## config.mk

```make
export PLATFORM = sky130hd
export DESIGN_NAME = led_status_ctrl
export DESIGN_NICKNAME = d
export VERILOG_FILES = /design/src/rtl/led_status_ctrl.sv
export SDC_FILE = /design/constraint.sdc
export NUM_CORES = 1
export LEC_CHECK = 0
export CAP_MARGIN = 20
export CORE_MARGIN = 2
export CORE_UTILIZATION = 44
export DETAILED_ROUTE_END_ITERATION = 6
export PLACE_DENSITY_LB_ADDON = 0.05
export SLEW_MARGIN = 25
export SYNTH_ARGS = -nofsm -noshare
export SYNTH_HDL_FRONTEND = slang
export SYNTH_SLANG_ARGS = --single-unit
```

## constraint.sdc

```tcl
create_clock -name clk -period 6.6 [get_ports clk]
set_input_delay 1.32 -clock clk [delete_from_list [all_inputs] [get_ports clk]]
set_output_delay 1.32 -clock clk [all_outputs]
set_load 0.01 [all_outputs]
```

## src/rtl/led_status_ctrl.sv

```systemverilog
// led_status_ctrl: debounced LED pattern from a reconfigurable partition.
// Filters led_in, freezes the display while the partition is decoupled (HOLD),
// and shows a walking one-hot pattern when the partition stops changing its
// LEDs for too long (FALLBACK). Optional PWM dimming: define LED_PWM_EN.
module led_status_ctrl #(
   parameter int STABLE_CYCLES = 16,
   parameter int TIMEOUT_BITS  = 26,
   parameter int PWM_BITS      = 8
) (
   input  logic                clk,
   input  logic                reset,
   input  logic [7:0]          led_in,
   input  logic                pr_decouple,
   input  logic [PWM_BITS-1:0] brightness,
   output logic [7:0]          led_out,
   output logic [1:0]          state
);

   typedef enum logic [1:0] {
      ST_RUN      = 2'b00,
      ST_HOLD     = 2'b01,
      ST_FALLBACK = 2'b10,
      ST_BAD      = 2'b11
   } state_t;

   localparam int         PRE_BITS   = TIMEOUT_BITS - 4;
   localparam logic [7:0] STABLE_MAX = 8'(STABLE_CYCLES - 1);

   state_t                  state_q, state_d;
   logic [7:0]              led_q, led_d;
   logic [7:0]              led_prev_q, led_prev_d;
   logic [7:0]              led_filt_q, led_filt_d;
   logic [7:0]              stab_q, stab_d;
   logic [TIMEOUT_BITS-1:0] wd_q, wd_d;
   logic [PRE_BITS-1:0]     pre_q, pre_d;
   logic [7:0]              walk_q, walk_d;
   logic                    from_fb_q, from_fb_d;
   logic                    filt_chg_q, filt_chg_d;
   logic [7:0]              led_out_q, led_out_d;
   logic                    active;
   logic [7:0]              pattern;
   logic                    pwm_on;

   // Input capture and stability filter; counting stops (at zero) while decoupled.
   always_comb begin
      led_d      = led_in;
      led_prev_d = led_q;
      active     = !pr_decouple && (state_q == ST_RUN || state_q == ST_FALLBACK);
      stab_d     = 8'd0;
      if (active && led_q == led_prev_q)
         stab_d = (stab_q == STABLE_MAX) ? stab_q : stab_q + 8'd1;
      led_filt_d = (stab_d == STABLE_MAX) ? led_q : led_filt_q;
      filt_chg_d = (led_filt_d != led_filt_q);
   end

   // Mode FSM: decouple beats everything, a fresh filtered value beats the watchdog.
   always_comb begin
      state_d   = state_q;
      wd_d      = '0;
      pre_d     = '0;
      walk_d    = walk_q;
      from_fb_d = from_fb_q;
      case (state_q)
         ST_RUN: begin
            if (pr_decouple) begin
               state_d   = ST_HOLD;
               from_fb_d = 1'b0;
            end else if (!filt_chg_d) begin
               if (&wd_q) begin
                  state_d = ST_FALLBACK;
                  walk_d  = 8'h01;
               end else begin
                  wd_d = wd_q + 1'b1;
               end
            end
         end
         ST_FALLBACK: begin
            if (pr_decouple) begin
               state_d   = ST_HOLD;
               from_fb_d = 1'b1;
            end else if (filt_chg_q) begin
               state_d = ST_RUN;
            end else begin
               pre_d = pre_q + 1'b1;
               if (&pre_q) walk_d = {walk_q[6:0], walk_q[7]};
            end
         end
         ST_HOLD: if (!pr_decouple) state_d = ST_RUN;
         default: state_d = ST_RUN;
      endcase
   end

`ifdef LED_PWM_EN
   logic [PWM_BITS-1:0] pwm_cnt_q, pwm_cnt_d;
   logic [PWM_BITS-1:0] bright_q, bright_d;

   // Free-running PWM counter; duty reloads only at period start so a period is never split.
   always_comb begin
      pwm_cnt_d = pwm_cnt_q + 1'b1;
      bright_d  = (&pwm_cnt_q) ? brightness : bright_q;
      pwm_on    = (pwm_cnt_q < bright_q);
   end

   // PWM state registers.
   always_ff @(posedge clk or posedge reset) begin
      if (reset) begin
         pwm_cnt_q <= '0;
         bright_q  <= '0;
      end else begin
         pwm_cnt_q <= pwm_cnt_d;
         bright_q  <= bright_d;
      end
   end
`else
   logic unused_brightness;
   assign unused_brightness = ^brightness;
   assign pwm_on            = 1'b1;
`endif

   // Display select: HOLD keeps showing whatever was on the LEDs when it was entered.
   always_comb begin
      pattern = led_filt_q;
      if (state_q == ST_FALLBACK || (state_q == ST_HOLD && from_fb_q))
         pattern = walk_q;
      led_out_d = pwm_on ? pattern : 8'h00;
   end

   // All control state.
   always_ff @(posedge clk or posedge reset) begin
      if (reset) begin
         state_q    <= ST_RUN;
         led_q      <= 8'h00;
         led_prev_q <= 8'h00;
         led_filt_q <= 8'h00;
         stab_q     <= 8'd0;
         wd_q       <= '0;
         pre_q      <= '0;
         walk_q     <= 8'h01;
         from_fb_q  <= 1'b0;
         filt_chg_q <= 1'b0;
         led_out_q  <= 8'h00;
      end else begin
         state_q    <= state_d;
         led_q      <= led_d;
         led_prev_q <= led_prev_d;
         led_filt_q <= led_filt_d;
         stab_q     <= stab_d;
         wd_q       <= wd_d;
         pre_q      <= pre_d;
         walk_q     <= walk_d;
         from_fb_q  <= from_fb_d;
         filt_chg_q <= filt_chg_d;
         led_out_q  <= led_out_d;
      end
   end

   assign led_out = led_out_q;
   assign state   = state_q;

endmodule

```

Yosys cells after proc, flatten, opt, wreduce, memory -nomap -nowiden
Cells that the tools add are included.
Widths: inputs -> output; s select.
Word-level totals
  register bits after elaboration: 100
  input bits: 19
  logic and storage cells: 73
Operators by class
  $add $sub $neg: 3
  eq/ne operators: 18
  muxes and demuxes: 28
  reduce and logical (&&, ||, !) cells: 13
Operator list (number)
  $mux 26: 4
  $mux 8: 10
  $mux 22: 3
  $add 26x1->26 const B: 1
  $reduce_and 26->1: 1
  $add 22x1->22 const B: 1
  $reduce_and 22->1: 1
  $eq 8x4->1 const B: 2
  $pmux 8 s2: 1
  $ne 2x2->1 const B: 7
  $mux 2: 6
  $add 8x1->8 const B: 1
  $eq 8x8->1: 1
  $ne 8x8->1: 1
  $reduce_and 7->1: 1
  $ne 3x3->1 const B: 2
  $pmux 2 s3: 1
  $ne 2x1->1 const B: 2
  $reduce_and 4->1: 1
  $logic_and 1x1->1: 3
  $ne 3x2->1 const B: 1
  $reduce_and 3->1: 1
  $eq 2x1->1 const B: 1
  $eq 2x2->1 const B: 1
  other kinds (6): 8

Depth between registers and ports, before layout
  word-level depth: 11
  gate-level depth with buffers: 9

Worst setup path after synthesis
OpenSTA, ideal clock, no wires.
  path kind: in2reg
  start point: input pr_decouple
  end point: register led_filt_q[0]
  data arrival time: 2.664 ns
  setup slack: 3.811 ns
  stages on the path: 6
  buffers on the path: 2
  cell sequence: nor4_1 > and4b_1 > buf_6 > or3b_1 > buf_6 > mux2_4
On the way
  longest elaborated chain between the ends: 6
RTL lines
  start: declaration: line 13  | input logic pr_decouple,
  $logic_not 1->1
  $logic_and 1x1->1: line 48  | active = !pr_decouple && (state_q == ST_RUN || state_q == ST_FALLBACK);
  $logic_and 1x1->1: line 50  | if (active && led_q == led_prev_q)
  $mux 8: line 50
  $eq 8x4->1: line 52  | led_filt_d = (stab_d == STABLE_MAX) ? led_q : led_filt_q;
  $mux 8: line 52
  named net led_filt_d[0]: line 32  | logic [7:0] led_filt_q, led_filt_d;
  end signal: assignment: line 146  | led_filt_q <= led_filt_d;
  end: declaration: line 32
The timed path passes the listed nets, and every way through them passes these cells.
A chain may end at the register's enable or synchronous reset.

Worst setup path in the final report
  start point: input pr_decouple
  end point: register led_filt_q[4]
Same word-level chain as after synthesis.

==> summary.md <==
| Metric | Value |
|---|---|
| Critical setup path kind | `in2reg` |
| Synth top area cells | `dfrtp_1 53%, xor2_1 7.7%, xnor2_1 4.3%` |
| Hold WS | `0.4670 ns` |
| DR vias/cell | `~5.3` |
| Internal Power | `0.8466 mW` |
| Avg Cell Area, Syn | `10.83 um^2` |
| Top_reg_cell synth | `dfrtp_1` |
| Area share of the largest cell type after synthesis | `between 50% and 60%` |
| Clock tree buffer depth | `2` |
| Fmax | `300.7 MHz` |
| Sequential Power Share | `56.9%` |
| Crit start category | `input port` |
| Residual DRC | `0` |
| P per Cell Area | `211.2 mW/mm^2` |
| Vias in the first global route | `about 3200` |
| Slew Limit Fails | `0` |
| Final GP Congestion | `0.7379` |
| Antenna diodes | `0` |
| EDFF count, synth | `0` |
| Flop-to-flop setup slack | `3.93 ns` |
| GRT Util Overall | `17.29%` |
| CP arrival | `3.59 ns` |
| Critical-path maximum fanout | `10` |
| Post-CTS Setup Bufs | `0` |
| Worst hold path depth | `0` |
| Die area | `between 0.01 and 0.015 mm^2` |
| Slowest-stage cell, CP | `or3b_1` |
| Combinational share of power | `3.1%` |
| Fin nets | `469` |
| Share of layout cells above drive strength 1 | `9.735%` |
| Synth-to-layout area growth | `11.02%` |
| H-tree levels | `3` |
| Type of element capturing the critical path | `register` |
| Synth area leader | `dfrtp_1` |
| Worst Max-Slew Pin Slew | `roughly 0.98 ns` |
| Crit path required time | `6.86 ns` |
| Die X-Extent | `around 110 um` |
| Cell count after synthesis | `432` |
| Clock share of power | `40.0%` |
| Buffers & Inverters on Critical Path | `1` |
| # IOs | `29` |
| Number of CTS-inserted buffers | `9` |
| Core ar. | `~0.010 mm^2` |
| Routed WL | `between 8000 and 9000 um` |
| Initial Utilization | `between 40% and 50%` |
| CP max stage delay | `0.61 ns` |
| Avg WL per Cell | `15.02 um` |
| Clock-pin slew on the worst setup and hold paths | `0.09 ns` |
| Number of cells on the critical path | `5` |
| Die height | `roughly 110 um` |
| Status | `finished, final reports clean` |
| Final ANT Viol Nets | `0` |
| Slew HR | `34.17%` |
| IO buf count | `20` |
| Total congestion overflow | `0` |
| Library cells used by synthesis | `48` |
| Row cnt | `37` |
| Net Switching | `0.2502 mW` |
| Synthesized area | `0.004678 mm^2` |
| Clock period minus worst slack | `3.326 ns` |
| Syn nets | `454` |
| Clk_skew | `about 0.015 ns` |
| CP Cell Sequence | `clkdlybuf4s50_1 > nor4_1 > and4b_1 > or3b_1 > mux2_4` |
| Synth Register Bits | `100` |
| Vias | `3143` |
| HPWL Detailed | `5700 um` |
| Final period utilization | `50.39%` |
| Endpoints failing setup | `0` |
| Drt initial violations | `137` |
| Final hold violations | `0` |
| VDD IR max | `164.6 uV` |
| Cell count of the worst reg-to-reg path | `5` |
| Clock Latency Late Sink | `between 0.3 and 0.4 ns` |
| RSZ-0062 raised after global routing | `no` |
| CTS root buf | `clkbuf_8` |
| Initial antenna violation count | `0` |
| First-pass GRT wire length | `15390 um` |
| 1st-pass router iterations | `4` |
| Ys Warns | `0` |
| CTS sink count | `100` |
| Static leakage | `2.216 nW` |
| Post-synthesis sequential area ratio | `53.52%` |
| Async S/R FF share, synth | `100.0%` |
| # resized after CTS | `0` |
| CTS tree | `done` |
| Largest net degree at the start of global routing | `61` |
| Hold-fix buffers, CTS | `0` |
| Maxcap violations | `0` |
| Sw frac | `22.81%` |
| Family with the most delay on the worst path | `simple AND/OR/NAND/NOR gates` |
| Min-delay worst type | `reg2reg` |
| Setup TNS | `0 ns` |
[power groups by stage]
stage	sequential (mW)	clock [mW]	combinational (mW)
floorplan	0.635	0	0.0211
global placement	0.636	0	0.0356
detailed placement	0.636	0	0.0359
CTS	0.624	0.458	0.0361
global route	0.626	0.482	0.0400
finish	0.624	0.438	0.0343
[cells in the mapped netlist, types with 4 or more instances]
cell type  instances
xor2_1            41
o21ai_0            8
clkbuf_1           7
dfrtp_1           99
mux2_4             8
nand4_1           24
and4_1             4
xnor2_1           23
nand2_1           22
and3_1            15
nor2_1            43
mux2_2             9
inv_1              8
nand3_1           33
buf_2              4
nor3_1            29
[worst paths after layout]
| check | start | to |
|---|---|---|
| min in group asynchronous | reset | wd_q[6]$_DFF_PP0_ |
| max in group asynchronous | reset | wd_q[20]$_DFF_PP0_ |
| hold / removal | led_prev_d[2]$_DFF_PP0_ | led_prev_q[2]$_DFF_PP0_ |
| hold reg to reg | led_prev_d[2]$_DFF_PP0_ | led_prev_q[2]$_DFF_PP0_ |
| setup reg to reg | led_prev_d[7]$_DFF_PP0_ | led_filt_q[4]$_DFF_PP0_ |
| setup / recovery | pr_decouple | led_filt_q[4]$_DFF_PP0_ |
[sequential cells by signal, indices dropped and copies added, names as in the netlist]
name	cells
wd_q	26
pre_q	22
led_filt_q	8
led_out	8
led_prev_d	8
led_prev_q	8
stab_q	8
walk_q	8
state	2
filt_chg_q	1
from_fb_q	1
[logic make-up after synthesis]
| group | Yosys count | synth area share, % |
|---|---|---|
| compound gates | 24 | 3.531 |
| xor+xnor | 64 | 11.98 |
| fa+ha+maj | 3 | 0.8024 |
| buf+inv | 25 | 2.594 |
| flops | 100 | 53.52 |
| mux | 19 | 5.162 |
| simple gates | 197 | 22.41 |
[routing by layer]
metal	vias to the layer above	wire, um	track usage [%]
met5	-	0	0
met4	0	92	4.731
met3	5	290	5.289
met2	33	4081	27.94
met1	1561	4367	22.56
li1	1544	-	-
[stage by stage]
step | std cells | total power, mW | util, % | cell area (um^2) | setup WS (ns)
2_1_floorplan | 432 | 0.6559 | - | 4678 | 2.663
3_3_place_gp | 572 | 0.6717 | 48.12 | 4967 | 2.717
3_5_place_dp | 572 | 0.6724 | 48.12 | 4967 | 2.751
4_1_cts | 588 | 1.118 | 50.25 | 5187 | 3.165
5_1_grt | 588 | 1.148 | 50.31 | 5194 | 3.103
6_report | 588 | 1.097 | 50.31 | 5194 | 3.274
[final cells by class]
| class | instances | area, um^2 |
|---|---|---|
| Fill cell | 988 | 5130 |
| Sequential cell | 100 | 2504 |
| Multi-Input combinational cell | 307 | 2059 |
| Timing Repair Buffer | 21 | 207.7 |
| Tap cell | 136 | 170.2 |
| Clock buffer | 9 | 123.9 |
| Clock inverter | 7 | 96.34 |
| Inverter | 8 | 32.53 |
[layout by cell type, fill, tap and decap left out, types with 15 or more instances in the layout]
| master | netlist | layout |
|---|---|---|
| and3_1 | 15 | 15 |
| clkdlybuf4s50_1 | 0 | 20 |
| dfrtp_1 | 99 | 99 |
| nand2_1 | 22 | 22 |
| nand3_1 | 33 | 33 |
| nand4_1 | 24 | 24 |
| nor2_1 | 43 | 43 |
| nor3_1 | 29 | 28 |
| xnor2_1 | 23 | 23 |
| xor2_1 | 41 | 41 |
[worst register-to-register path, cell delays in order, from the launching register on]
cell and delay, ns:
dfrtp_1 0.43, xor2_1 0.16, nor4_1 0.48, and4b_1 0.50, or3b_1 0.61, mux2_4 0.37
(Power assumes the default switching activity.)
